`src/rtl/pc_sequencer.sv`:
```
// Fetch PC sequencer: priority redirect mux, stall hold and pending-redirect capture.
// Optional misalignment flag on redirect targets is enabled by defining PC_SEQUENCER_MISALIGN_EN.
module pc_sequencer #(
  parameter int              XLEN     = 32,
  parameter logic [XLEN-1:0] RESET_PC = 'h4000_0000,
  parameter int              NUM_SRC  = 2,
  parameter int              INCR     = 4,
  localparam int             SRC_W    = (NUM_SRC > 1) ? $clog2(NUM_SRC) : 1
) (
  input  logic                    clk,
  input  logic                    rst,
  input  logic                    stall,
  input  logic [NUM_SRC-1:0]      redir_valid,
  input  logic [NUM_SRC*XLEN-1:0] redir_pc,
  output logic [XLEN-1:0]         pc_out,
  output logic                    pc_redirect,
  output logic [SRC_W-1:0]        redir_src,
  output logic                    misalign
);

  typedef enum logic {RUN, HOLD} state_t;

  state_t            state_q, state_d;
  logic [XLEN-1:0]   cur_pc, held_pc, pend_pc;
  logic              pend_valid;
  logic              any_redir;
  logic [SRC_W-1:0]  sel;
  logic [XLEN-1:0]   target;

  function automatic logic [XLEN-1:0] seq_next(input logic [XLEN-1:0] pc);
    return pc + XLEN'(INCR);
  endfunction

  // Scan from the lowest priority upward so the lowest set index is left in place.
  always_comb begin
    sel    = '0;
    target = '0;
    for (int i = NUM_SRC - 1; i >= 0; i--) begin
      if (redir_valid[i]) begin
        sel    = SRC_W'(i);
        target = redir_pc[i*XLEN +: XLEN];
      end
    end
  end

  assign any_redir = |redir_valid;

  always_comb begin
    pc_out      = cur_pc;
    pc_redirect = 1'b0;
    if (rst) begin
      pc_out = RESET_PC;
    end else if (any_redir) begin
      pc_out      = target;
      pc_redirect = 1'b1;
    end else if (pend_valid) begin
      pc_out      = pend_pc;
      pc_redirect = 1'b1;
    end else if (stall) begin
      pc_out = held_pc;
    end
  end

  assign redir_src = rst ? '0 : sel;

`ifdef PC_SEQUENCER_MISALIGN_EN
  assign misalign = pc_redirect && (pc_out[1:0] != 2'b00);
`else
  assign misalign = 1'b0;
`endif

  always_comb begin
    state_d = state_q;
    case (state_q)
      RUN:     if (stall)  state_d = HOLD;
      HOLD:    if (!stall) state_d = RUN;
      default: state_d = RUN;
    endcase
  end

  always_ff @(posedge clk) begin
    if (rst) state_q <= RUN;
    else     state_q <= state_d;
  end

  // A stalled redirect is parked in pend_pc; the newest one overwrites older ones.
  always_ff @(posedge clk) begin
    if (rst) begin
      cur_pc     <= RESET_PC;
      held_pc    <= RESET_PC;
      pend_valid <= 1'b0;
    end else if (!stall) begin
      cur_pc     <= seq_next(pc_out);
      held_pc    <= pc_out;
      pend_valid <= 1'b0;
    end else if (any_redir) begin
      pend_valid <= 1'b1;
      pend_pc    <= target;
    end
  end

endmodule

```
`config.mk`:
```
export PLATFORM = sky130hd
export DESIGN_NAME = pc_sequencer
export DESIGN_NICKNAME = d
export VERILOG_FILES = /design/src/rtl/pc_sequencer.sv
export SDC_FILE = /design/constraint.sdc
export NUM_CORES = 1
export LEC_CHECK = 0
export ABC_CLOCK_PERIOD_IN_PS = 4200
export BUFFER_PORTS_ARGS = -buffer_cell sky130_fd_sc_hd__buf_2
export CELL_PAD_IN_SITES_DETAIL_PLACEMENT = 0
export CELL_PAD_IN_SITES_GLOBAL_PLACEMENT = 1
export CORE_ASPECT_RATIO = 1.4
export CORE_MARGIN = 4
export CORE_UTILIZATION = 42
export DETAILED_ROUTE_END_ITERATION = 16
export GPL_TIMING_DRIVEN = 1
export HOLD_SLACK_MARGIN = 0.1
export PLACE_DENSITY_LB_ADDON = 0.1
export SLEW_MARGIN = 20
export SYNTH_ARGS = -nofsm -noshare
export SYNTH_HDL_FRONTEND = slang
export SYNTH_SLANG_ARGS = --single-unit
```
`constraint.sdc`:
```
create_clock -name clk -period 4.2 [get_ports clk]
set_input_delay 0.42 -clock clk [delete_from_list [all_inputs] [get_ports clk]]
set_output_delay 0.42 -clock clk [all_outputs]
set_load 0.02 [all_outputs]
```
# Word-level counts from Yosys, hierarchy flattened
# Index checks and enable logic that the tools add are counted.
[op_classes] addsub=1 reduce_logical=3 bitwise_logic=2 n_mux=12
[ops] operator="$mux W32" count=6
[ops] operator="$add A32 B3 Y32 const B" count=1
[ops] operator="$mux W1" count=6
[ops] operator="$reduce_or A2 Y1" count=2
[ops] operator="$reduce_and A3 Y1" count=1
[ops] operator="$not A1 Y1" count=2
[totals] output_inout_bits=35 regBits=97 in_bits=69

# Depth between registers and ports, before layout
# Gate-level depths: netlist of the first run.
[logic_depth] ltp_word=5 ltp_mapped=15

# Worst setup path after synthesis of the first run
# No wires, ideal clock.
[synth_path] path_kind="input port to flip-flop" from="in redir_valid[0]" to="reg cur_pc[24]" cell_stages=14 t_arrival_ns=3.752 slack_ns=0.327 required_ns=4.078 path_cell_list="buf_2 buf_2 nor3_1 a22oi_1 and2_1 nor2_1 ha_1 inv_1 a221o_1 or3b_1 buf_6 nor4_4 a21oi_1 o311a_1"
[synth_via] elab_chain_len=4
[synth_lines] element="start, declared" line="13" rtl="input logic [NUM_SRC-1:0] redir_valid,"
[synth_lines] element="$mux W32 or $reduce_or A2 Y1 (tied branches)" line="39, 46"
[synth_lines] element="$mux W32 (*)" line="53" rtl="end else if (any_redir) begin"
[synth_lines] element="$mux W32 (*)" line="51" rtl="if (rst) begin"
[synth_lines] element="via pc_out[2]" line="15" rtl="output logic [XLEN-1:0] pc_out,"
[synth_lines] element="$add A32 B3 Y32 (*)" line="31" rtl="return pc + XLEN'(INCR);"
[synth_lines] element="end signal, assigned" line="93" rtl="cur_pc <= seq_next(pc_out);"
[synth_lines] element="end, declared" line="24" rtl="logic [XLEN-1:0] cur_pc, held_pc, pend_pc;"
# The timed path passes the listed nets; every way through them passes the cells marked *.
# A chain may end at the register's enable or synchronous reset.

# Worst setup path in the final report of the first run
[layout_path] from="reg pend_valid" to="reg cur_pc[24]"
[layout_via] elab_chain_len=4
[layout_lines] element="start, declared" line="25" rtl="logic pend_valid;"
[layout_lines] element="start signal, assigned" line="91" rtl="pend_valid <= 1'b0;"
[layout_lines] element="start signal, assigned" line="95" rtl="pend_valid <= 1'b0;"
[layout_lines] element="start signal, assigned" line="97" rtl="pend_valid <= 1'b1;"
[layout_lines] element="$mux W32" line="56" rtl="end else if (pend_valid) begin"
[layout_lines] element="$mux W32" line="53"
[layout_lines] element="$mux W32" line="51"
[layout_lines] element="$add A32 B3 Y32" line="31"
# No other way between the ends.

==> results.cfg, run 1 <==
[outcome]
status = completed

[synthesis]
synth-edff-count = 32
synth-seq-cells = 95
syn_inst = 604
netlist_area_mm2 = 0.005266
ys_seq_area_share_pct = 42.20
synth_nets = 674
synthArstFlopShare_pct = 0
syn_area_per_cell_um2 = 8.719
synth_cell_type_count = 66
ys_warn_count = 0
ys.flop_type = dfxtp_1

[timing]
worst_pin_slew_ps = 873.5
tns_ps = 0
fmax_ghz = 0.2767
relSlewSlack_pct = 41.68
finalClockSkew_ps = 8.226
setup_slack_ps = 585.9
fin_crit_ps = 3614
finalSetupViolations = 0
slew_violations = 0
min_period_over_period_pct = 86.05
rsz0062_at_grt = no
finalHoldViolations = 0

[drt]
dr.first_iter.drc_count = 201
route.detailed.wl_per_inst_um = 17.23
drcViolationCount = 0
num_vias = 4714
vias_per_cell = 5.559
drt-total-wl_mm = 14.61
ant_nets = 0
first_pass_iters = 5

[worst_setup_path]
r2r_slack_ps = 590
crit_path_max_fanout = 34
required_ps = 4430
cp-end-kind = flop
critPathArrivalTime_ps = 3840
worstReg2RegEnd = cur_pc[24]$_SDFFE_PP0N_
reg2reg_from = pend_valid$_SDFFE_PP0N_
crit_type = flop to flop
cp-start-kind = flop
reg2reg_depth = 8

[placed_design]
pre_cts_ws_ps = 420.9
routabilityCongestion = 0.8237
port_buffers = 102
dp_hpwl_mm = 10.20

[global_routing]
grt_most_used_layer = met2
grt_pass1_wl_mm = 23.80
grt_max_degree = 47
use_met2_pct = 36.56
overflow = 0
grt_usage_pct = 20.91
met1_usage_pct = 25.74
grt_util_met3_pct = 3.837
antenna_found_initial = 0
grt_pass1_vias = 4725

[cts]
cts_resized = 0
htree_levels = 3
path_clk_slew_ps = 70
hold_buffers = 0
cts_tree = built
cts.sinks = 95
clk_path_buf_depth = 2
numCtsBuffers = 9
post_cts_buffers = 0
clockRootBuffer = clkbuf_16
clock_latency_ps = 340

[final_layout]
antennaDiodeCount = 0
layout-drive-gt1-share_pct = 22.78
multi_input_area_mm2 = 0.002736
fill_cells = 1203
syn_to_final_growth_pct = 18.34
final-seq-area_mm2 = 0.002222
final_nets = 763

[pwr]
powerDensity_mw_per_mm2 = 376.7
ir_drop_mv = 0.1909
leakagePower_nw = 2.492

[hold_path]
min_to = pend_pc[28]$_DFFE_PP_
hold_class = input port to flop
hp-start = redir_pc[60]
hold_depth = 3

[floorplan]
core_area_mm2 = 0.01231
io_pins = 104
die_area_mm2 = 0.01442
rows = 48
die_w_um = 102.6
floorplan.initialDensity_pct = 42.77
die_height_um = 140.5

[flow_run]
cap_violations = 0
==> per-stage QoR <==
stage	cell area [um^2]	total power (W)	util (%)	hold WS, ps	instances
after floorplan	5266	0.001339	-	429.4	604
after global routing	6232	0.002469	50.62	391.6	848
after global placement	5908	0.001469	47.99	437.0	832
after CTS	6232	0.002372	50.62	361.5	848
after detailed placement	5908	0.001474	47.99	443.2	832
final	6232	0.002347	50.62	374.9	848
==> power by group <==
group / switching [W] / internal, W
logic: 0.000248 / 0.000159
clock network: 0.000358 / 0.000539
registers: 0.0000244 / 0.00102
==> cells in the mapped netlist, types with 4 or more instances <==
cell type / instances / area, um^2
o21a_1: 4 / 30.03
nand3_1: 10 / 50.05
and2_1: 12 / 75.07
edfxtp_1: 32 / 960.9
nand2_1: 58 / 217.7
a22oi_1: 15 / 112.6
dfxtp_1: 63 / 1261
o311ai_0: 5 / 43.79
xor2_1: 9 / 78.83
mux2_2: 10 / 112.6
a311oi_1: 6 / 52.55
xnor2_1: 6 / 52.55
inv_1: 20 / 75.07
buf_1: 8 / 30.03
nor2_1: 79 / 296.5
nand4_1: 7 / 43.79
nor2b_1: 11 / 68.82
a22o_1: 20 / 175.2
o22ai_1: 7 / 43.79
o21ai_0: 18 / 90.09
nor4_1: 4 / 25.02
buf_4: 7 / 52.55
o211ai_1: 9 / 67.56
a31oi_1: 4 / 25.02
nand2b_1: 25 / 156.4
buf_2: 9 / 45.04
a21oi_1: 34 / 170.2
nor3_1: 9 / 45.04
mux2i_1: 14 / 140.1
a211oi_1: 12 / 90.09
clkbuf_1: 20 / 75.07
==> final cells by class <==
type                            instances  share of cell area [%]
Timing Repair Buffer                  125                   10.96
Clock inverter                          5                   1.305
Sequential cell                        95                   35.66
Clock buffer                           11                   3.895
Tap cell                              150                   3.011
Multi-Input combinational cell        441                   43.91
Inverter                               21                   1.265
==> cells by family after synthesis <==
logic type,Yosys count,synth area share [%]
mux,24,4.799
compound gates,163,22.14
buf+inv,68,5.987
other cells,1,0.07121
xor+xnor,15,2.495
flops,95,42.20
fa+ha+maj,1,0.2375
simple gates,237,22.07
==> placed cells by master, fill, tap and decap left out, types with 14 or more instances in the layout <==
cell type / instances
inv_1: 20
edfxtp_1: 32
nand2_1: 58
a21oi_1: 34
mux2i_1: 14
a22o_1: 20
nand2b_1: 25
o21ai_0: 18
a22oi_1: 15
nor2_1: 78
dfxtp_1: 63
buf_2: 102
buf_4: 23
==> routing by layer <==
layer / vias up / share of wire [%]
met1: 2224 / 42
met4: 0 / 1.1
met5: - / 0
li1: 2375 / -
met3: 12 / 4.4
met2: 103 / 52
==> worst max-delay path, stage by stage, from the launching register on <==
cell and delay (ps):
dfxtp_1 320, buf_4 340, inv_1 390, a2111o_1 510, a221o_1 360, or3b_1 600
nor4_4 510, a21oi_1 120, o311a_1 340
==> how the worst max path moves through the flow <==
stage,from,to,slack [ps],cells after the start
after floorplan,redir_valid[0],cur_pc[24]$_SDFFE_PP0N_,330,14
after global placement,redir_valid[0],cur_pc[24]$_SDFFE_PP0N_,500,9
after detailed placement,redir_valid[0],cur_pc[24]$_SDFFE_PP0N_,420,9
after CTS,pend_valid$_SDFFE_PP0N_,cur_pc[24]$_SDFFE_PP0N_,520,8
after global routing,pend_valid$_SDFFE_PP0N_,cur_pc[24]$_SDFFE_PP0N_,300,8
final,pend_valid$_SDFFE_PP0N_,cur_pc[24]$_SDFFE_PP0N_,590,8
==> sequential cells by signal, indices dropped and copies added (netlist names) <==
name        count
pend_pc        32
cur_pc         32
pend_valid      1
held_pc        30
(Power assumes the default switching activity.)
==> run 2: changes to the inputs <==
- ABC_AREA: unset -> 1
- CORE_UTILIZATION: 42 -> 40
- GPL_TIMING_DRIVEN: 1 -> 0
==> results.cfg, run 2 <==
[outcome]
status = completed

[worst_setup_path]
cp-end-kind = output pin
cp_slowest_cell = clkbuf_1
reg2reg_depth = 12
reg2reg_from = pend_valid$_SDFFE_PP0N_
slowest_delay_ps = 540
cp-start-kind = input port
crit_chain = clkbuf_1 > inv_1 > buf_2 > buf_1 > clkbuf_1 > nand2_1 > inv_1 > buf_2
r2r_slack_ps = 1630
worstReg2RegEnd = cur_pc[31]$_SDFFE_PP0N_
critPathArrivalTime_ps = 2630
crit_path_max_fanout = 10
required_ps = 3780
crit_type = input port to output pin

[cts]
hold_buffers = 0
numCtsBuffers = 9
htree_levels = 3
cts_resized = 0
post_cts_buffers = 0
cts_tree = built
clk_path_buf_depth = 2
clock_latency_ps = 350
cts.sinks = 95
clockRootBuffer = clkbuf_16
path_clk_slew_ps = 70

[drt]
route.detailed.wl_per_inst_um = 15.57
first_pass_iters = 5
vias_per_cell = 4.726
ant_nets = 0
num_vias = 5567
dr.first_iter.drc_count = 278
drcViolationCount = 0
drt-total-wl_mm = 18.34

[synthesis]
synthArstFlopShare_pct = 0
synth_top_cells_by_area = dfxtp_1 (22%), nand2_1 (19%), edfxtp_1 (17%), inv_1 (8.3%), nand3_1 (7.9%)
ys_warn_count = 0
syn_area_per_cell_um2 = 6.554
synth-edff-count = 32
synth_cell_type_count = 34
synth_nets = 948
post-synth-top-area-cell = dfxtp_1
syn_inst = 878
yosysTopAreaCellShare_pct = 21.92
synth_top_cells_by_count = nand2_1 (290), inv_1 (128), nand3_1 (91)
netlist_area_mm2 = 0.005754
ys.flop_type = dfxtp_1
synth-seq-cells = 95
ys_seq_area_share_pct = 38.62
synthMostInstantiatedCell = nand2_1

[placed_design]
dp_hpwl_mm = 14.24
dp_cells = 1163
pre_cts_ws_ps = 849.5
port_buffers = 99
routabilityCongestion = 0.9236

[timing]
worst_pin_slew_ps = 897.8
fmax_ghz = 0.3280
fin_crit_ps = 3048
holdWs_ps = 378.7
finalHoldViolations = 0
slew_violations = 0
finalSetupViolations = 0
rsz0062_at_grt = no
relSlewSlack_pct = 39.93
min_period_over_period_pct = 72.58
tns_ps = 0
finalClockSkew_ps = 6.810
setup_slack_ps = 1152

[pwr]
clock_power_share_pct = 36.4
swShare_pct = 28.87
p_seq_share_pct = 45.4
internal-power_w = 0.001623
ir_drop_mv = 0.1751
powerDensity_mw_per_mm2 = 335.0
p_comb_share_pct = 18.2
leakagePower_nw = 3.457
p_sw_w = 0.0006590

[global_routing]
grt_pass1_wl_mm = 28.37
grt_usage_pct = 22.81
grt_pass1_vias = 5401
antenna_found_initial = 0
overflow = 0
grt_max_degree = 20

[floorplan]
io_pins = 104
die_area_mm2 = 0.01640
floorplan.initialDensity_pct = 40.99
rows = 51
core_area_mm2 = 0.01404
die_height_um = 149.9
die_w_um = 109.4

[hold_path]
hold_depth = 3
hold_class = input port to flop
min_to = pend_pc[31]$_DFFE_PP_
hp-start = redir_pc[63]

[flow_run]
cap_violations = 0

[final_layout]
mostFrequentLayoutCell = nand2_1
fin_cells = 1178
finish.utilization_pct = 48.54
reg_top3 = cur_pc: 32 flops, pend_pc: 32 flops, held_pc: 30 flops
mostFrequentLayoutCells = nand2_1 (290), inv_1 (128), buf_2 (114)
final_nets = 1059
layout-drive-gt1-share_pct = 18.63
syn_to_final_growth_pct = 18.42
fill_cells = 1590
antennaDiodeCount = 0
## run 2: cell types whose count changed in the layout (fill, tap and decap cells not counted), moves of 12 or more
cell      previous run  this run
a21oi_1             34        10
a211oi_1            12         0
nand2b_1            25         0
a22o_1              20         2
buf_2              102       114
buf_4               23         8
inv_1               20       128
nand3_1             10        91
nand3_2              0        15
a22oi_1             15         1
mux2i_1             14         0
nand2_1             58       290
o21ai_0             18        57
nor2_2               0        14
## run 2: how the worst max path moves through the flow
stage | start | slack, ps | depth (start not counted) | to
after floorplan | stall | 960 | 7 | pend_pc[0]$_DFFE_PP_
after global placement | stall | -870 | 7 | pend_pc[3]$_DFFE_PP_
after detailed placement | stall | 850 | 8 | pend_pc[3]$_DFFE_PP_
after CTS | rst | 1190 | 8 | pc_out[12]
after global routing | rst | 1030 | 8 | pc_out[12]
final | rst | 1150 | 8 | pc_out[12]
## run 2: power by group through the flow
stage	clock (W)	sequential (W)	combinational [W]
after CTS	0.000847	0.00104	0.000419
after detailed placement	0	0.00106	0.000417
final	0.000831	0.00104	0.000415
after global routing	0.000873	0.00104	0.000467
after floorplan	0	0.00105	0.000269
after global placement	0	0.00106	0.000412
## run 2: area by class of cell
type,count,area (um^2),share of cell area (%)
plain buffers,45,270.3,3.966
clock buffers,10,239.0,3.507
well taps,185,231.5,3.397
multi-input cells,608,2780,40.80
inverters,130,489.2,7.180
repair buffers,100,523.0,7.675
clock inverters,5,58.81,0.8630
flip-flops and latches,95,2222,32.61
## run 2: kinds of logic after synthesis
logic type | Yosys count | synth area share (%)
flip-flops | 95 | 38.62
AND/OR/NAND/NOR | 512 | 38.57
other | 1 | 0.06517
XOR/XNOR | 7 | 1.065
AO/OA/AOI/OAI | 87 | 8.263
adder cells (fa/ha/maj) | 1 | 0.2174
buffers and inverters | 175 | 13.20
## run 2: critical path: cells and delay by family
kind          cells  cell delay [ps]
simple gates      1              180
buf+inv           7             2020
## run 2: stage by stage
step	area (um^2)	power [W]
floorplan	5754	0.001320
global placement	6481	0.001468
detailed placement	6516	0.001473
CTS	6814	0.002302
global route	6814	0.002380
finish	6814	0.002282
## run 2: routing by layer
metal	vias up	global-route usage, %	routed length [um]
li1	2960	-	-
met5	-	0	0
met3	32	2.503	783
met1	2443	28.53	7948
met2	132	39.82	9086
met4	0	8.609	524
==> run 3: changes to the inputs <==
- ABC_AREA: 1 -> 0
- ABC_CLOCK_PERIOD_IN_PS: 4200 -> 3200
- CORE_UTILIZATION: 40 -> 42
- clock period: 4.2 -> 3.2 ns (I/O delays scaled with it)
==> results.cfg, run 3 (same netlist as run 1, synthesis figures left out) <==
[pwr]
internal-power_w = 0.002267
leakagePower_nw = 2.600
p_sw_w = 0.0008688
p_comb_share_pct = 18.9
powerDensity_mw_per_mm2 = 482.5
ir_drop_mv = 0.2873
swShare_pct = 27.71
p_seq_share_pct = 43.7
clock_power_share_pct = 37.3

[timing]
finalSetupViolations = 0
holdWs_ps = 273.7
min_period_over_period_pct = 96.07
finalHoldViolations = 0
tns_ps = 0
worst_pin_slew_ps = 868.1
fmax_ghz = 0.3253
relSlewSlack_pct = 42.13
slew_violations = 0
finalClockSkew_ps = 8.209
rsz0062_at_grt = yes
fin_crit_ps = 3074

[outcome]
status = completed

[final_layout]
syn_to_final_growth_pct = 23.40
fill_cells = 1194
antennaDiodeCount = 0
reg_top3 = cur_pc: 32 flops, pend_pc: 32 flops, held_pc: 30 flops
final_nets = 790
mostFrequentLayoutCells = buf_2 (105), nor2_1 (75), dfxtp_1 (62)
fin_area_mm2 = 0.006499
mostFrequentLayoutCell = buf_2
layout-drive-gt1-share_pct = 24.69
finish.utilization_pct = 52.78

[cts]
cts.sinks = 95
htree_levels = 3
cts_tree = built
path_clk_slew_ps = 70
clockRootBuffer = clkbuf_16
clk_path_buf_depth = 2
clock_latency_ps = 350
numCtsBuffers = 9

[drt]
dr.first_iter.drc_count = 291
vias_per_cell = 5.838
drt-total-wl_mm = 18.38
num_vias = 5108
ant_nets = 0
first_pass_iters = 5
route.detailed.wl_per_inst_um = 21.01
drcViolationCount = 0

[hold_path]
hold_class = input port to flop

[global_routing]
grt_pass1_vias = 5194
grt_pass1_wl_mm = 28.41
grt_usage_pct = 26.20
overflow = 0
antenna_found_initial = 0
grt_max_degree = 20

[placed_design]
routabilityCongestion = 0.8801
dp_hpwl_mm = 12.88
port_buffers = 100
place_area_mm2 = 0.006072

[floorplan]
rows = 48
die_area_mm2 = 0.01442
io_pins = 104
floorplan.initialDensity_pct = 42.77
core_area_mm2 = 0.01231
die_height_um = 140.5
die_w_um = 102.6

[worst_setup_path]
crit_path_max_fanout = 10
cp-start-kind = flop
r2r_slack_ps = 130
required_ps = 3400
critPathTopFamily = simple AND/OR/NAND/NOR gates
crit_chain = clkbuf_16 > nor3b_4 > a22o_1 > nor2_2 > nor2_4 > ha_4 > inv_2 > a221o_1 > or3b_1 > buf_6 > nor4_4 > buf_4 > mux2i_1 > o211ai_1
slowest_delay_ps = 400
crit_type = flop to flop
cp_slowest_cell = dfxtp_4
cp-end-kind = flop
critPathBufInv = 4
critPathArrivalTime_ps = 3270

[flow_run]
cap_violations = 0
[run 3: changes by cell type in the layout (fill, tap and decap cells not counted), moves of 13 or more]
cell | previous run | this run
nand2_1 | 290 | 58
inv_1 | 128 | 19
nand3_1 | 91 | 10
o21ai_0 | 57 | 18
nand2b_1 | 0 | 25
a21oi_1 | 10 | 34
a22o_1 | 2 | 19
nand3_2 | 15 | 0
mux2i_1 | 0 | 14
nor2_1 | 89 | 75
nor2_2 | 14 | 1
[run 3: area by class of cell]
cell class	instances	area (um^2)	share of cell area, %
Buffer	44	284.0	4.370
Clock buffer	12	246.5	3.793
Clock inverter	4	68.82	1.059
Inverter	21	78.83	1.213
Multi-Input combinational cell	441	2826	43.49
Sequential cell	95	2226	34.25
Tap cell	150	187.7	2.888
Timing Repair Buffer	108	580.6	8.933
[run 3: per-layer routing]
layer | track usage (%) | vias to the layer above | part of all wire [%]
met3 | 3.388 | 52 | 5.5
met1 | 31.71 | 2444 | 40
met2 | 44.45 | 191 | 50
met5 | 0 | - | 0
met4 | 13.55 | 0 | 4.5
li1 | - | 2421 | -
[run 3: tightest hold or removal path, stage by stage]
cell,delay (ps)
buf_2,70
a22oi_1,60
inv_1,60
[run 3: power by group through the flow]
| stage | clock network (W) | logic, W | registers (W) |
|---|---|---|---|
| after global placement | 0 | 0.000568 | 0.00140 |
| after floorplan | 0 | 0.000383 | 0.00139 |
| after global routing | 0.00121 | 0.000653 | 0.00138 |
| after CTS | 0.00118 | 0.000594 | 0.00137 |
| after detailed placement | 0 | 0.000581 | 0.00140 |
| final | 0.00117 | 0.000594 | 0.00137 |
[run 3: stage by stage]
step	setup slack, ps	std cells	total power [W]
4_1_cts	1.359	874	0.003145
6_report	125.7	875	0.003135
3_3_place_gp	-1230	854	0.001964
2_1_floorplan	-32.29	604	0.001770
3_5_place_dp	-857.8	855	0.001979
5_1_grt	-68.68	875	0.003246
[run 3: what timing repair did]
item | in CTS | in global routing
setup buffers | 4 | 3
gates resized for setup | 15 | 7
pin swaps | 3 | 6
hold buffers | 0 | 0
setup endpoints to repair | 31 | 10
[run 3: worst paths after layout]
kind / cells past startpoint / start / end
max: 14 / pend_valid$_SDFFE_PP0N_ / cur_pc[28]$_SDFFE_PP0N_
min: 3 / redir_pc[60] / pend_pc[28]$_DFFE_PP_
max reg2reg: 14 / pend_valid$_SDFFE_PP0N_ / cur_pc[28]$_SDFFE_PP0N_
min reg2reg: 2 / cur_pc[6]$_SDFFE_PP0N_ / cur_pc[6]$_SDFFE_PP0N_
